[config.mk]
export PLATFORM = sky130hd
export DESIGN_NAME = rrp_add_pipe_flat
export DESIGN_NICKNAME = d
export VERILOG_FILES = /design/src/rtl/rrp_pkg.sv /design/src/rtl/rrp_add_pipe_if.sv /design/src/rtl/rrp_digit_slice.sv /design/src/rtl/rrp_add_pipe.sv /design/src/flat_wrapper.sv
export SDC_FILE = /design/constraint.sdc
export NUM_CORES = 1
export LEC_CHECK = 0
export BUFFER_PORTS_ARGS = -buffer_cell sky130_fd_sc_hd__buf_4
export CAP_MARGIN = 20
export CORE_ASPECT_RATIO = 1.1
export CORE_MARGIN = 4
export CORE_UTILIZATION = 45
export CTS_BUF_LIST = sky130_fd_sc_hd__clkbuf_2 sky130_fd_sc_hd__clkbuf_4 sky130_fd_sc_hd__clkbuf_8
export DETAILED_ROUTE_END_ITERATION = 7
export PLACE_DENSITY = 0.67
export SLEW_MARGIN = 15
export SYNTH_ARGS = -nofsm -noshare
export SYNTH_HDL_FRONTEND = slang
export SYNTH_SLANG_ARGS = --single-unit
export TNS_END_PERCENT = 1
[constraint.sdc]
create_clock -name clock -period 4.6 [get_ports clock]
set_input_delay 0.69 -clock clock [delete_from_list [all_inputs] [get_ports clock]]
set_output_delay 0.69 -clock clock [all_outputs]
set_load 0.05 [all_outputs]
[src/rtl/rrp_pkg.sv]
// rtl/rrp_pkg.sv - shared widths, digit/transfer types and transfer codes for the online adder
package rrp_pkg;

  typedef logic signed [1:0] xfer_t;
  // Widest digit the block supports (RADIX=16)
  typedef logic signed [4:0] digit_t;

  localparam xfer_t T_POS  = 2'sb01;
  localparam xfer_t T_ZERO = 2'sb00;
  localparam xfer_t T_NEG  = 2'sb11;

  function automatic int digit_bits(input int radix);
    return $clog2(radix) + 1;
  endfunction

  function automatic int total_bits(input int radix, input int width);
    return digit_bits(radix) * width;
  endfunction

  function automatic int xfer_bits(input int width);
    return 2 * width;
  endfunction

endpackage

[src/rtl/rrp_add_pipe_if.sv]
// rtl/rrp_add_pipe_if.sv - operand/result handshake bundle for the online adder
interface rrp_add_pipe_if
  import rrp_pkg::*;
#(
  parameter int RADIX = 4,
  parameter int WIDTH = 15
);
  localparam int D = digit_bits(RADIX);
  localparam int N = total_bits(RADIX, WIDTH);

  logic         in_valid;
  logic         in_ready;
  logic         in_sub;
  logic [N-1:0] x_in;
  logic [N-1:0] y_in;
  logic         out_valid;
  logic         out_ready;
  logic [N+D-1:0] s_out;
  logic         err_digit;

  modport master (
    output in_valid, in_sub, x_in, y_in, out_ready,
    input  in_ready, out_valid, s_out, err_digit
  );

  modport slave (
    input  in_valid, in_sub, x_in, y_in, out_ready,
    output in_ready, out_valid, s_out, err_digit
  );
endinterface

[src/rtl/rrp_digit_slice.sv]
// rtl/rrp_digit_slice.sv - one digit position: optional y negation, transfer and interim sum
module rrp_digit_slice
  import rrp_pkg::*;
#(
  parameter int RADIX = 4,
  localparam int D = digit_bits(RADIX)
) (
  input  logic [D-1:0] x,
  input  logic [D-1:0] y,
  input  logic         sub,
  output xfer_t        t,
  output logic [D-1:0] w
);
  localparam logic signed [D:0] A_POS = (D+1)'(RADIX - 1);
  localparam logic signed [D:0] A_NEG = -A_POS;
  localparam logic signed [D:0] R     = (D+1)'(RADIX);

  logic [D-1:0]    y_eff;
  logic signed [D:0] p;

  // p is one bit wider than a digit so 2*A (and the illegal -RADIX code) cannot wrap
  always_comb begin
    y_eff = sub ? -y : y;
    p     = $signed({x[D-1], x}) + $signed({y_eff[D-1], y_eff});
    if (p >= A_POS) begin
      t = T_POS;
      w = D'(p - R);
    end else if (p <= A_NEG) begin
      t = T_NEG;
      w = D'(p + R);
    end else begin
      t = T_ZERO;
      w = p[D-1:0];
    end
  end
endmodule

[src/rtl/rrp_add_pipe.sv]
// rtl/rrp_add_pipe.sv - pipelined signed-digit online adder/subtractor with valid/ready
module rrp_add_pipe
  import rrp_pkg::*;
#(
  parameter int RADIX = 4,
  parameter int WIDTH = 15,
  parameter int PIPE  = 1
) (
  input logic          clock,
  input logic          reset,
  rrp_add_pipe_if.slave bus
);
  localparam int D  = digit_bits(RADIX);
  localparam int N  = total_bits(RADIX, WIDTH);
  localparam int TN = xfer_bits(WIDTH);
  localparam logic [D-1:0] BAD_CODE = {1'b1, {(D-1){1'b0}}};

  logic advance, accept, illegal;
  logic out_v, err_q;
  logic [N+D-1:0] s_q, s_c;

  assign advance       = !out_v || bus.out_ready;
  assign accept        = bus.in_valid && advance;
  assign bus.in_ready  = advance;
  assign bus.out_valid = out_v;
  assign bus.s_out     = s_q;
  assign bus.err_digit = err_q;

  always_comb begin
    illegal = 1'b0;
    for (int i = 0; i < WIDTH; i++) begin
      if (bus.x_in[i*D +: D] == BAD_CODE || bus.y_in[i*D +: D] == BAD_CODE)
        illegal = 1'b1;
    end
  end

  logic [N-1:0] x_q, y_q;
  logic         sub_q, v_in;

  always_ff @(posedge clock) begin
    if (reset) begin
      v_in  <= 1'b0;
      x_q   <= '0;
      y_q   <= '0;
      sub_q <= 1'b0;
      err_q <= 1'b0;
    end else begin
      if (advance) begin
        v_in  <= bus.in_valid;
        x_q   <= bus.x_in;
        y_q   <= bus.y_in;
        sub_q <= bus.in_sub;
      end
      if (accept && illegal)
        err_q <= 1'b1;
    end
  end

  logic [N-1:0]  w_c, w_s;
  logic [TN-1:0] t_c, t_s;
  logic          v_s;

  for (genvar i = 0; i < WIDTH; i++) begin : g_slice
    rrp_digit_slice #(.RADIX(RADIX)) u_slice (
      .x   (x_q[i*D +: D]),
      .y   (y_q[i*D +: D]),
      .sub (sub_q),
      .t   (t_c[2*i +: 2]),
      .w   (w_c[i*D +: D])
    );
  end

  if (PIPE == 2) begin : g_pipe2
    logic [N-1:0]  w_q;
    logic [TN-1:0] t_q;
    logic          v_q;
    always_ff @(posedge clock) begin
      if (reset) begin
        v_q <= 1'b0;
        w_q <= '0;
        t_q <= '0;
      end else if (advance) begin
        v_q <= v_in;
        w_q <= w_c;
        t_q <= t_c;
      end
    end
    assign w_s = w_q;
    assign t_s = t_q;
    assign v_s = v_q;
  end else begin : g_pipe1
    assign w_s = w_c;
    assign t_s = t_c;
    assign v_s = v_in;
  end

  // Each digit absorbs the transfer from the position below; the top digit is the last transfer
  always_comb begin
    s_c = '0;
    s_c[0 +: D] = w_s[0 +: D];
    for (int i = 1; i < WIDTH; i++)
      s_c[i*D +: D] = w_s[i*D +: D] + {{(D-2){t_s[2*i-1]}}, t_s[2*(i-1) +: 2]};
    s_c[WIDTH*D +: D] = {{(D-2){t_s[TN-1]}}, t_s[TN-2 +: 2]};
  end

  always_ff @(posedge clock) begin
    if (reset) begin
      out_v <= 1'b0;
      s_q   <= '0;
    end else if (advance) begin
      out_v <= v_s;
      s_q   <= s_c;
    end
  end
endmodule

[src/flat_wrapper.sv]
// flat-port wrapper written by rule: the top's interface ports become plain ports
module rrp_add_pipe_flat import rrp_pkg::*;
#(
  parameter int RADIX = 4,
  parameter int WIDTH = 15,
  parameter int PIPE  = 1
)
  (clock, reset, bus_in_valid, bus_in_sub, bus_x_in, bus_y_in, bus_out_ready, bus_in_ready, bus_out_valid, bus_s_out, bus_err_digit);
  rrp_add_pipe_if #(.RADIX(RADIX), .WIDTH(WIDTH)) bus_i ();
  input logic clock;
  input logic reset;
  input wire logic [$bits(bus_i.in_valid)-1:0] bus_in_valid;
  input wire logic [$bits(bus_i.in_sub)-1:0] bus_in_sub;
  input wire logic [$bits(bus_i.x_in)-1:0] bus_x_in;
  input wire logic [$bits(bus_i.y_in)-1:0] bus_y_in;
  input wire logic [$bits(bus_i.out_ready)-1:0] bus_out_ready;
  output wire logic [$bits(bus_i.in_ready)-1:0] bus_in_ready;
  output wire logic [$bits(bus_i.out_valid)-1:0] bus_out_valid;
  output wire logic [$bits(bus_i.s_out)-1:0] bus_s_out;
  output wire logic [$bits(bus_i.err_digit)-1:0] bus_err_digit;
  assign bus_i.in_valid = bus_in_valid;
  assign bus_i.in_sub = bus_in_sub;
  assign bus_i.x_in = bus_x_in;
  assign bus_i.y_in = bus_y_in;
  assign bus_i.out_ready = bus_out_ready;
  assign bus_in_ready = bus_i.in_ready;
  assign bus_out_valid = bus_i.out_valid;
  assign bus_s_out = bus_i.s_out;
  assign bus_err_digit = bus_i.err_digit;
  rrp_add_pipe #(.RADIX(RADIX), .WIDTH(WIDTH), .PIPE(PIPE)) u_core (.clock(clock), .reset(reset), .bus(bus_i));
endmodule
-- Word-level counts from Yosys, hierarchy flattened
Cells that the tools add are included.
Widths: inputs -> output; s select.
- add/subtract/negate cells: 74
- order comparisons: 30
- equality and inequality tests: 30
- multiplexer cells: 90
- reductions and logical operators: 19
- operators with widths (kind ; number):
    $mux 3 ; 45
    $eq 3x3->1 const B ; 30
    $add 3x3->4 ; 15
    $ge 4x3->1 const B ; 15
    $le 4x3->1 const B ; 15
    $mux 2 ; 30
    $add 3x3->3 const B ; 15
    $neg 3->3 ; 15
    $sub 3x3->3 const B ; 15
    $add 3x3->3 ; 14
    $logic_or 1x1->1 ; 16
    $mux 1 ; 15
    $logic_and 1x1->1 ; 2
    $logic_not 1->1 ; 1
- flip-flop bits (word level): 141
- input bits: 95
- output and inout bits: 51
- logic and storage cells: 250

-- Longest topological paths before layout
Gate-level depths: netlist of run 1.
- depth after elaboration: 18
- mapped depth: 18
- mapped depth without buffers: 18

-- Modules after synthesis
A second synthesis of run 1 with hierarchy kept.
- cell total of the unflattened synthesis: 1080
- area, all modules: 8773.4 um2
- by module, submodules not included (module ; instances ; cells each ; area each (um2) ; sequential area each (um2)):
    rrp_add_pipe ; 1 ; 732 ; 6087.1 ; 2822.7
    rrp_digit_slice (u_core.g_slice[11].u_slice ...) ; 12 ; 23 ; 173.9 ; 0.0
    rrp_digit_slice (u_core.g_slice[0].u_slice ...) ; 2 ; 24 ; 197.7 ; 0.0
    rrp_digit_slice (u_core.g_slice[8].u_slice) ; 1 ; 24 ; 203.9 ; 0.0

-- Worst setup path after synthesis of run 1
No wires, ideal clock.
- path type: reg-to-reg
- from: register u_core.sub_q
- to: register u_core.s_q[14], in the netlist u_core.bus.s_out[14]
- library setup time: 0.086 ns
- data arrival time: 3.550 ns
- required time: 4.514 ns
- path slack: 0.964 ns
- stages on the path, launching flop included: 18
- buffers on the path: 3
- period minus slack after synthesis: 3.636 ns
- path through: dfxtp_1 clkbuf_1 buf_1 clkbuf_1 nand2_1 o21ai_1 fa_1 inv_1 o21ai_0 nor3b_1 o21ai_0 ha_1 inv_1 fa_1 xor2_1 xnor2_1 xnor2_1 a211oi_1
- cells in the longest elaborated chain, start to end: 6
- elaborated cells between the ends (all ways): 15
- those cells by class: 5 x add/sub; 4 x order compare; 6 x mux
- RTL lines (what ; line ; RTL):
    start, declared ; rrp_add_pipe.sv:38 ; logic sub_q, v_in;
    start signal, assigned ; rrp_add_pipe.sv:52 ; sub_q <= bus.in_sub;
    $mux 3 ; rrp_digit_slice.sv:23 ; y_eff = sub ? -y : y;
    $add 3x3->4 ; rrp_digit_slice.sv:24 ; p = $signed({x[D-1], x}) + $signed({y_eff[D-1], y_eff});
    $le 4x3->1 or $add 3x3->3 (tied branches) ; rrp_digit_slice.sv:28, rrp_digit_slice.sv:30 ;
    $mux 3 or $mux 2 (tied branches) ; rrp_digit_slice.sv:28 ; end else if (p <= A_NEG) begin
    $mux 3 or $mux 2 (tied branches) ; rrp_digit_slice.sv:25 ; if (p >= A_POS) begin
    $add 3x3->3 (*) ; rrp_add_pipe.sv:102 ; s_c[i*D +: D] = w_s[i*D +: D] + {{(D-2){t_s[2*i-1]}}, t_s[2*(i-1) +: 2]};
    end signal, assigned ; rrp_add_pipe.sv:109 ; s_q <= '0;
    end signal, assigned ; rrp_add_pipe.sv:112 ; s_q <= s_c;
    end, declared ; rrp_add_pipe.sv:20 ; logic [N+D-1:0] s_q, s_c;
Mark *: on every way between the ends. The rest lies on a longest branch, timed or not.
A chain may end at the register's enable or synchronous reset.

-- Worst setup path in the final report of run 1
Ends and elaborated chain as after synthesis.

==> results.sh, run 1 <==
export IMPL_maxCapViolCount=0
export IMPL_holdBufCountCts=0
export IMPL_post_route_util_pct=54.1
export IMPL_die_area_mm2=0.0224
export IMPL_layout_min_cycle_time_ns=3.60
export IMPL_peakVddDrop_mv=0.292
export IMPL_synth_seq_area_share_pct=31.2
export IMPL_cts_max_level=4
export IMPL_drt_pre_antenna_iters=5
export IMPL_fin_setup_tns_ns=0
export IMPL_period_share_pct=78.3
export IMPL_worstPathArrival_ns=3.98
export IMPL_min_from="u_core.bus.s_out[18]$_SDFFE_PP0N_"
export IMPL_final_common_cell="nand2_1"
export IMPL_r2r_end="u_core.bus.s_out[14]$_SDFFE_PP0N_"
export IMPL_vias=8011
export IMPL_syn2layout_area_growth_pct=18.6
export IMPL_hold_viol_final=0
export IMPL_final_cell_mix="nand2_1, a21oi_1, buf_4, dfxtp_1, ha_1"
export IMPL_synth_area_mm2=0.00904
export IMPL_io_pins=146
export IMPL_rrSetupSlack_ns=1.0
export IMPL_clk_path_buf_depth=2
export IMPL_p_leak_nw=4.83
export IMPL_cts_root_buffer="clkbuf_8"
export IMPL_routed_wl_um=22900
export IMPL_gp_congestion=0.891
export IMPL_syn_area_per_cell_um2=7.78
export IMPL_die_x_um=143
export IMPL_fin_skew_ns=0.0117
export IMPL_core_mm2=0.0198
export IMPL_reg2reg_from="u_core.sub_q$_SDFFE_PP0N_"
export IMPL_path_class="reg -> reg"
export IMPL_fin_nets=1479
export IMPL_synth_area_leaders="dfxtp_1, ha_1, nand2_1, a21oi_1, fa_1"
export IMPL_relSlewSlack_pct=43.8
export IMPL_drtIter0Drc=413
export IMPL_grt_max_degree=129
export IMPL_gr_total_overflow=0
export IMPL_fillCellCount=1928
export IMPL_drv_slew=0
export IMPL_initial_core_util_pct=45.6
export IMPL_viasPerCell=5.22
export IMPL_numCtsBuffers=17
export IMPL_async_flop_share_pct=0
export IMPL_post_drt_wl_per_cell_um=14.9
export IMPL_yosys_warnings=0
export IMPL_drive_gt1_share_pct=15.3
export IMPL_clkSinkCount=141
export IMPL_gr_usage_all_layers_pct=21.1
export IMPL_die_y_um=157
export IMPL_maxClockFrequency_ghz=0.278
export IMPL_clk_pin_slew_worst_paths_ns=0.08
export IMPL_finalSetupViolCount=0
export IMPL_cts_resized=0
export IMPL_hold_depth=2
export IMPL_num_antenna_cells=0
export IMPL_setup_worst_path_start_class="register"
export IMPL_yosysTopAreaCellShare_pct=31.2
export IMPL_seqCellArea_mm2=0.00282
export IMPL_synth_top_flop_cell="dfxtp_1"
export IMPL_syn_nets=1370
export IMPL_ys_seq_elements=141
export IMPL_hpwl_um=16900
export IMPL_synth_largest_area_cell="dfxtp_1"
export IMPL_outcome="finished clean"
export IMPL_power_density_mw_per_mm2=408
export IMPL_synth_edf_count=0
export IMPL_rows=54
export IMPL_critPathCaptureType="register"
export IMPL_grt_pass1_wl_um=37900
export IMPL_tightest_slew_ns=0.842
export IMPL_min_path_type="reg -> reg"
export IMPL_grt_pass1_vias=7600
export IMPL_synth_distinct_cells=57
export IMPL_critPathMaxFanout=23
export IMPL_cp_required_ns=4.98
export IMPL_r2r_cells=13
export IMPL_ant_nets=0
export IMPL_drc_errors=0
export IMPL_antenna_found_initial=0
export IMPL_cts_setup_buffers=0
export IMPL_rsz0062_at_grt="false"
export IMPL_cts_tree="built"
export IMPL_min_to="u_core.bus.s_out[18]$_SDFFE_PP0N_"
export IMPL_syn_inst=1162
export IMPL_multi_input_area_mm2=0.00569
export IMPL_clkLatencyLatePin_ns=0.47
export IMPL_io_buffers=145
==> flip-flops by register name (all words and copies together) (netlist names) <==
signal and count:
u_core.bus.err_digit 1, u_core.x_q 45, u_core.bus.s_out 47, u_core.bus.out_valid 1, u_core.sub_q 1, u_core.v_in 1
u_core.y_q 45
==> cell usage after synthesis (3+ instances only) <==
cell and n:
clkbuf_1 46, nor2b_1 8, fa_1 29, nor2_1 70
or3_1 3, a22oi_1 19, dfxtp_1 141, nor3b_1 7
o21ai_0 25, xor2_1 16, a21oi_1 150, buf_2 8
nand2_1 273, o21ai_1 22, o22ai_1 3, inv_1 75
nand3b_1 8, xnor2_1 37, ha_1 84, nand3_1 16
and3_1 4, nand2b_1 23, o32a_1 3, o211ai_1 5
buf_1 6, a211oi_1 21, nor3_1 10, mux2i_1 4
a31oi_1 8
==> power by group <==
| part | total [W] | internal [W] | switching [W] |
|---|---|---|---|
| clock | 0.00111 | 0.000606 | 0.000508 |
| sequential | 0.00150 | 0.00139 | 0.000109 |
| combinational | 0.00176 | 0.000672 | 0.00109 |
==> per-stage QoR <==
step	setup slack, ns	hold WS, ns	instances	power, W	instance area (µm²)
after floorplan	0.964	0.432	1162	0.00280	9040
after detailed placement	0.938	0.445	1504	0.00329	10300
after CTS	0.948	0.451	1536	0.00441	10700
final	0.999	0.453	1536	0.00437	10700
after global routing	0.614	0.459	1536	0.00467	10700
after global placement	0.978	0.440	1504	0.00327	10300
==> critical path, cell delays in order, from the launching register on <==
cell and delay (ns):
dfxtp_1 0.87, o21ai_1 0.24, fa_1 0.61, inv_1 0.14, o21ai_0 0.08, nor3b_1 0.15, o21ai_0 0.18, ha_1 0.16
inv_1 0.04, fa_1 0.37, xor2_1 0.18, xnor2_1 0.15, xnor2_1 0.14, a211oi_1 0.21
==> cell families (layout without fill, tap and decap cells) <==
group / count (synthesis) / after routing / synth area share (%)
buffers and inverters: 138 / 260 / 5.88
AND/OR/NAND/NOR: 427 / 427 / 19.9
flip-flops: 141 / 141 / 31.2
XOR/XNOR: 54 / 54 / 5.39
AO/OA/AOI/OAI: 283 / 283 / 18.8
multiplexers: 6 / 6 / 0.692
adder cells (fa/ha/maj): 113 / 113 / 18.1
==> worst max path at each step <==
stage / slack (ns) / endpoint / startpoint / depth (start not counted)
floorplan: 0.96 / u_core.bus.s_out[14]$_SDFFE_PP0N_ / u_core.sub_q$_SDFFE_PP0N_ / 17
global placement: 0.98 / u_core.bus.s_out[14]$_SDFFE_PP0N_ / u_core.sub_q$_SDFFE_PP0N_ / 13
detailed placement: 0.94 / u_core.bus.s_out[14]$_SDFFE_PP0N_ / u_core.sub_q$_SDFFE_PP0N_ / 13
CTS: 0.95 / u_core.bus.s_out[14]$_SDFFE_PP0N_ / u_core.sub_q$_SDFFE_PP0N_ / 13
global route: 0.61 / u_core.bus.s_out[29]$_SDFFE_PP0N_ / u_core.sub_q$_SDFFE_PP0N_ / 14
finish: 1.0 / u_core.bus.s_out[14]$_SDFFE_PP0N_ / u_core.sub_q$_SDFFE_PP0N_ / 13
==> routing by layer <==
metal | wire [µm] | part of all wire [%] | up-vias | track usage [%]
met3 | 1060 | 4.6 | 32 | 3.48
met5 | 0 | 0 | - | 0
li1 | - | - | 4126 | -
met1 | 10500 | 46 | 3683 | 28.4
met4 | 585 | 2.6 | 0 | 7.65
met2 | 10800 | 47 | 170 | 34.4
==> cell type report <==
cell class | count | area share [%]
multi-input cells | 883 | 53.1
flip-flops and latches | 141 | 26.3
repair buffers | 151 | 10.8
well taps | 252 | 2.94
clock buffers | 22 | 2.83
inverters | 77 | 2.72
clock inverters | 10 | 1.26
(Power assumes the default switching activity.)
==> run 2, diff against run 1 <==
--- a/config.mk
+++ b/config.mk
@@ -5,6 +5,7 @@
 export SDC_FILE = /design/constraint.sdc
 export NUM_CORES = 1
 export LEC_CHECK = 0
+export ABC_AREA = 1
 export BUFFER_PORTS_ARGS = -buffer_cell sky130_fd_sc_hd__buf_4
 export CAP_MARGIN = 20
 export CORE_ASPECT_RATIO = 1.1
==> constraint.sdc (replaced) <==
create_clock -name clock -period 3.45 [get_ports clock]
set_input_delay 0.5175 -clock clock [delete_from_list [all_inputs] [get_ports clock]]
set_output_delay 0.5175 -clock clock [all_outputs]
set_load 0.05 [all_outputs]
==> run 2 against run 1 <==
Fmax up 13%. Final cell count up 13%. Synthesized area up 2.0%. Non-clock buffer count up 3.
==> results.sh, run 2 <==
export IMPL_outcome="finished clean"
export IMPL_io_pins=146
export IMPL_gr_total_overflow=0
export IMPL_worst_path_buf_inv=5
export IMPL_drc_errors=0
export IMPL_p_leak_nw=5.80
export IMPL_routed_wl_um=22600
export IMPL_path_class="reg -> reg"
export IMPL_viasPerCell=4.95
export IMPL_gp_congestion=0.821
export IMPL_syn_inst=1343
export IMPL_num_antenna_cells=0
export IMPL_post_route_util_pct=54.5
export IMPL_holdWs_ns=0.246
export IMPL_power_density_mw_per_mm2=533
export IMPL_worst_path_max_delay_cell="fa_1"
export IMPL_vias=8556
export IMPL_clkSinkCount=141
export IMPL_syn_nets=1551
export IMPL_grt_pass1_vias=8040
export IMPL_synth_edf_count=0
export IMPL_synth_top_flop_cell="dfxtp_1"
export IMPL_cp_required_ns=3.81
export IMPL_die_area_mm2=0.0228
export IMPL_final_cell_mix="nand2_1, nor2_1, inv_1, o21ai_0, buf_4"
export IMPL_antenna_found_initial=0
export IMPL_rrSetupSlack_ns=0.26
export IMPL_rsz0062_at_grt="true"
export IMPL_worst_path_dominant_cell_family="adder cells"
export IMPL_fin_skew_ns=0.0134
export IMPL_drive_gt1_share_pct=14.0
export IMPL_clk_pin_slew_worst_paths_ns=0.09
export IMPL_critPathMaxFanout=3
export IMPL_yosysTopAreaCellShare_pct=30.6
export IMPL_ys_top_cells_by_count="nand2_1, nor2_1, inv_1, o21ai_0, dfxtp_1"
export IMPL_die_x_um=144
export IMPL_path_cells="inv_1, ha_1, nand2_1, o21ai_1, fa_1, or2_2, nand2_1, nand4_1, o211ai_1, ha_1, inv_1, fa_1, inv_1, nand2_1, nand2_1, inv_1, nand2_1, nand3_1, nand2_1, inv_1"
export IMPL_async_flop_share_pct=0
export IMPL_relSlewSlack_pct=62.5
export IMPL_critPathMostFrequentCell="nand2_1"
export IMPL_gr_usage_all_layers_pct=20.3
export IMPL_hold_depth=2
export IMPL_peakVddDrop_mv=0.287
export IMPL_layout_min_cycle_time_ns=3.19
export IMPL_ys_seq_elements=141
export IMPL_final_common_cell="nand2_1"
export IMPL_io_buffers=145
export IMPL_grt_pass1_wl_um=37300
export IMPL_min_path_type="in -> reg"
export IMPL_core_mm2=0.0200
export IMPL_fillCellCount=2018
export IMPL_r2r_cells=20
export IMPL_drtIter0Drc=346
export IMPL_clkLatencyLatePin_ns=0.45
export IMPL_clk_path_buf_depth=2
export IMPL_worstPathArrival_ns=3.55
export IMPL_synth_area_leaders="dfxtp_1, ha_1, nand2_1, nor2_1, o21ai_0"
export IMPL_cts_max_level=4
export IMPL_largest_reg_flops=47
export IMPL_period_share_pct=92.4
export IMPL_hold_viol_final=0
export IMPL_die_y_um=158
export IMPL_syn2layout_area_growth_pct=18.2
export IMPL_critPathCaptureType="register"
export IMPL_setup_worst_path_start_class="register"
export IMPL_maxClockFrequency_ghz=0.314
export IMPL_synth_largest_area_cell="dfxtp_1"
export IMPL_drt_pre_antenna_iters=4
export IMPL_yosysMostFrequentCell="nand2_1"
export IMPL_holdBufCountCts=0
export IMPL_cts_tree="built"
export IMPL_synth_seq_area_share_pct=30.6
export IMPL_grt_max_degree=151
export IMPL_post_drt_wl_per_cell_um=13.1
export IMPL_synth_distinct_cells=32
export IMPL_r2r_end="u_core.bus.s_out[26]$_SDFFE_PP0N_"
export IMPL_cts_root_buffer="clkbuf_8"
export IMPL_fin_nets=1673
export IMPL_synth_area_mm2=0.00922
export IMPL_initial_core_util_pct=46.1
export IMPL_cp_depth=20
export IMPL_drv_slew=0
export IMPL_numCtsBuffers=17
export IMPL_syn_area_per_cell_um2=6.87
export IMPL_slowest_delay_ns=0.43
export IMPL_min_to="u_core.v_in$_SDFFE_PP0N_"
export IMPL_ant_nets=0
export IMPL_yosys_warnings=0
export IMPL_hpwl_um=17300
export IMPL_maxCapViolCount=0
export IMPL_cts_setup_buffers=0
export IMPL_finalSetupViolCount=0
export IMPL_min_from="reset"
export IMPL_reg2reg_from="u_core.y_q[21]$_SDFFE_PP0N_"
export IMPL_rows=54
export IMPL_tightest_slew_ns=0.563
## run 2: cell types whose count changed after synthesis, moves of 19 or more
cell      change
nand2b_1     -23
xnor2_1      -22
o21ai_1      -21
a22oi_1      -19
o21ai_0     +131
inv_1       +103
nor2_1      +164
a211oi_1     -21
a21oi_1      -90
clkbuf_1     -19
nand2_1      -19
nand3_1      +67
## run 2: power by group
part / switching, W / internal [W] / total, W
registers: 0.000139 / 0.00186 / 0.00200
logic: 0.00160 / 0.000876 / 0.00248
clock network: 0.000685 / 0.000648 / 0.00133
## run 2: timing repair
item / in CTS / in global routing
endpoints found under the hold margin: 0 / 0
setup endpoints to repair: 0 / 2
gates resized for setup: 0 / 2
## run 2: cell families (layout without fill, tap and decap cells)
family,Yosys count,in the layout,synth area share [%]
AND/OR/NAND/NOR,612,612,27.4
buffers and inverters,231,366,9.76
AO/OA/AOI/OAI,228,228,12.7
flip-flops,141,141,30.6
adder cells (fa/ha/maj),113,113,17.7
XOR/XNOR,18,18,1.87
## run 2: per-layer routing
metal | share of wire [%] | track usage [%] | vias up
met1 | 45 | 25.1 | 3880
met3 | 4.3 | 3.90 | 20
met2 | 49 | 35.8 | 146
met5 | 0 | 0 | -
met4 | 1.6 | 5.91 | 0
li1 | - | - | 4510
## run 2: worst max-delay path by stage
stage,start,endpoint,slack [ns]
floorplan,u_core.sub_q$_SDFFE_PP0N_,u_core.bus.s_out[44]$_SDFFE_PP0N_,0.45
global placement,u_core.y_q[12]$_SDFFE_PP0N_,u_core.bus.s_out[17]$_SDFFE_PP0N_,0.32
detailed placement,u_core.y_q[21]$_SDFFE_PP0N_,u_core.bus.s_out[26]$_SDFFE_PP0N_,0.22
CTS,u_core.y_q[21]$_SDFFE_PP0N_,u_core.bus.s_out[26]$_SDFFE_PP0N_,0.18
global route,u_core.y_q[21]$_SDFFE_PP0N_,u_core.bus.s_out[26]$_SDFFE_PP0N_,-0.008
finish,u_core.y_q[21]$_SDFFE_PP0N_,u_core.bus.s_out[26]$_SDFFE_PP0N_,0.26
## run 2: cell type report
| type | count | area (µm²) | area share [%] |
|---|---|---|---|
| timing repair buffer | 154 | 1190 | 10.9 |
| multi-input combinational | 971 | 5500 | 50.5 |
| tap | 252 | 315 | 2.89 |
| clock buffer | 18 | 241 | 2.21 |
| inverter | 180 | 679 | 6.23 |
| sequential | 141 | 2820 | 25.9 |
| clock inverter | 14 | 148 | 1.35 |
## run 2: worst reg2reg max path: cells and delay by family (launching register included)
| family | cells | cell delay, ns |
|---|---|---|
| adders and majority gates | 4 | 1.27 |
| AOI/OAI and AO/OA | 2 | 0.24 |
| and+or+nand+nor | 9 | 0.96 |
| DFF | 1 | 0.36 |
| buffers and inverters | 5 | 0.28 |
## run 2: metrics by stage
step / cell area [µm²] / setup WS (ns) / total power, W / setup TNS [ns] / instances
final: 10900 / 0.261 / 0.00581 / 0 / 1730
after global routing: 10900 / -0.00847 / 0.00626 / -0.00847 / 1730
after CTS: 10900 / 0.182 / 0.00587 / 0 / 1730
after detailed placement: 10500 / 0.215 / 0.00453 / 0 / 1698
after global placement: 10500 / 0.318 / 0.00449 / 0 / 1698
after floorplan: 9220 / 0.446 / 0.00383 / 0 / 1343
==> run 3, diff against run 2 <==
--- a/config.mk
+++ b/config.mk
@@ -14,6 +14,7 @@
 export CTS_BUF_LIST = sky130_fd_sc_hd__clkbuf_2 sky130_fd_sc_hd__clkbuf_4 sky130_fd_sc_hd__clkbuf_8
 export DETAILED_ROUTE_END_ITERATION = 7
 export PLACE_DENSITY = 0.67
+export RECOVER_POWER = 25
 export SLEW_MARGIN = 15
 export SYNTH_ARGS = -nofsm -noshare
 export SYNTH_HDL_FRONTEND = slang
==> run 3 against run 2 <==
Non-clock buffer count did not move. Combinational power shrank 3%. First-iteration DRC count up 5.2%. Sequential share of layout area up 0.20 points. Critical path type unchanged.
==> results.sh, run 3 (synthesized netlist as in run 2, its figures left out) <==
export IMPL_gp_congestion=0.821
export IMPL_clkSinkCount=141
export IMPL_syn2layout_area_growth_pct=17.3
export IMPL_place_ws_ns=0.215
export IMPL_clk_pin_slew_worst_paths_ns=0.09
export IMPL_post_route_util_pct=54.1
export IMPL_met1_usage_pct=25.1
export IMPL_rsz0062_at_grt="true"
export IMPL_drive_gt1_share_pct=12.5
export IMPL_tightest_slew_ns=0.980
export IMPL_viasPerCell=4.95
export IMPL_die_y_um=158
export IMPL_hold_viol_final=0
export IMPL_clk_path_buf_depth=2
export IMPL_io_pins=146
export IMPL_power_density_mw_per_mm2=531
export IMPL_maxCapViolCount=0
export IMPL_gr_usage_met3_pct=3.90
export IMPL_vias=8565
export IMPL_min_from="reset"
export IMPL_fin_nets=1673
export IMPL_top_usage_layer="met2"
export IMPL_final_cell_mix="nand2_1, nor2_1, inv_1, o21ai_0, dfxtp_1"
export IMPL_reg2reg_from="u_core.y_q[21]$_SDFFE_PP0N_"
export IMPL_dp_cells=1698
export IMPL_fin_skew_ns=0.0134
export IMPL_drc_errors=0
export IMPL_grt_pass1_wl_um=37300
export IMPL_critPathMaxFanout=3
export IMPL_outcome="finished clean"
export IMPL_grt_pass1_vias=8040
export IMPL_num_antenna_cells=0
export IMPL_peakVddDrop_mv=0.288
export IMPL_rows=54
export IMPL_finalSetupViolCount=0
export IMPL_p_leak_nw=5.72
export IMPL_min_path_type="in -> reg"
export IMPL_gr_usage_all_layers_pct=20.3
export IMPL_maxClockFrequency_ghz=0.314
export IMPL_numCtsBuffers=17
export IMPL_cts_root_buffer="clkbuf_8"
export IMPL_cts_max_level=4
export IMPL_core_mm2=0.0200
export IMPL_drtIter0Drc=364
export IMPL_place_area_mm2=0.0105
export IMPL_cts_setup_buffers=0
export IMPL_gr_total_overflow=0
export IMPL_cp_startpoint="u_core.y_q[21]$_SDFFE_PP0N_"
export IMPL_clkLatencyLatePin_ns=0.45
export IMPL_grt_use_met2_pct=35.8
export IMPL_grt_max_degree=151
export IMPL_relSlewSlack_pct=34.7
export IMPL_worstPathArrival_ns=3.55
export IMPL_final_common_cell="nand2_1"
export IMPL_drt_pre_antenna_iters=4
export IMPL_die_area_mm2=0.0228
export IMPL_cts_tree="built"
export IMPL_instances_no_fill=1730
export IMPL_critPathCaptureType="register"
export IMPL_hpwl_um=17300
export IMPL_setup_ws_ns=0.264
export IMPL_post_drt_wl_per_cell_um=13.1
export IMPL_setup_worst_path_start_class="register"
export IMPL_antenna_found_initial=0
export IMPL_cp_required_ns=3.81
export IMPL_layout_min_cycle_time_ns=3.19
export IMPL_fin_area_mm2=0.0108
export IMPL_initial_core_util_pct=46.1
export IMPL_die_x_um=144
export IMPL_routed_wl_um=22600
export IMPL_drv_slew=0
export IMPL_io_buffers=145
export IMPL_largest_reg_flops=47
export IMPL_path_class="reg -> reg"
export IMPL_ant_nets=0
export IMPL_holdWs_ns=0.246
export IMPL_period_share_pct=92.4
## run 3: worst paths after layout
kind | end | slack, ns | cells after the start
setup / recovery | u_core.bus.s_out[26]$_SDFFE_PP0N_ | 0.26 | 20
hold / removal | u_core.v_in$_SDFFE_PP0N_ | 0.25 | 2
setup reg to reg | u_core.bus.s_out[26]$_SDFFE_PP0N_ | 0.26 | 20
hold reg to reg | u_core.y_q[9]$_SDFFE_PP0N_ | 0.48 | 2
## run 3: timing repair
item | CTS | global route
hold buffers | 0 | 0
setup endpoints to repair | 0 | 2
resized for setup | 0 | 2
## run 3: area by class of cell
class,count,area [µm²]
clock inverters,14,148
repair buffers,154,1110
fillers,2042,9180
clock buffers,18,241
flip-flops and latches,141,2820
multi-input cells,971,5500
inverters,180,679
well taps,252,315
## run 3: routing by layer
layer | routed length (µm) | vias to the layer above
met5 | 0 | -
met4 | 356 | 0
met3 | 961 | 20
met2 | 11100 | 147
met1 | 10200 | 3887
li1 | - | 4511
## run 3: critical path: stages (launching register included)
cell	delay (ns)
dfxtp_1	0.36
inv_1	0.08
ha_1	0.29
nand2_1	0.07
o21ai_1	0.11
fa_1	0.43
or2_2	0.32
nand2_1	0.11
nand4_1	0.14
o211ai_1	0.12
ha_1	0.17
inv_1	0.05
fa_1	0.38
inv_1	0.07
nand2_1	0.05
nand2_1	0.08
inv_1	0.04
nand2_1	0.06
nand3_1	0.06
nand2_1	0.07
inv_1	0.04
## run 3: per-stage QoR
| step | power (W) | setup TNS [ns] |
|---|---|---|
| floorplan | 0.00383 | 0 |
| global placement | 0.00449 | 0 |
| detailed placement | 0.00453 | 0 |
| CTS | 0.00587 | 0 |
| global route | 0.00619 | -0.00847 |
| finish | 0.00575 | 0 |
## run 3: where the power goes
part           internal [W]  switching (W)
clock network      0.000648       0.000685
registers           0.00186       0.000137
logic              0.000811        0.00160
total               0.00332        0.00242
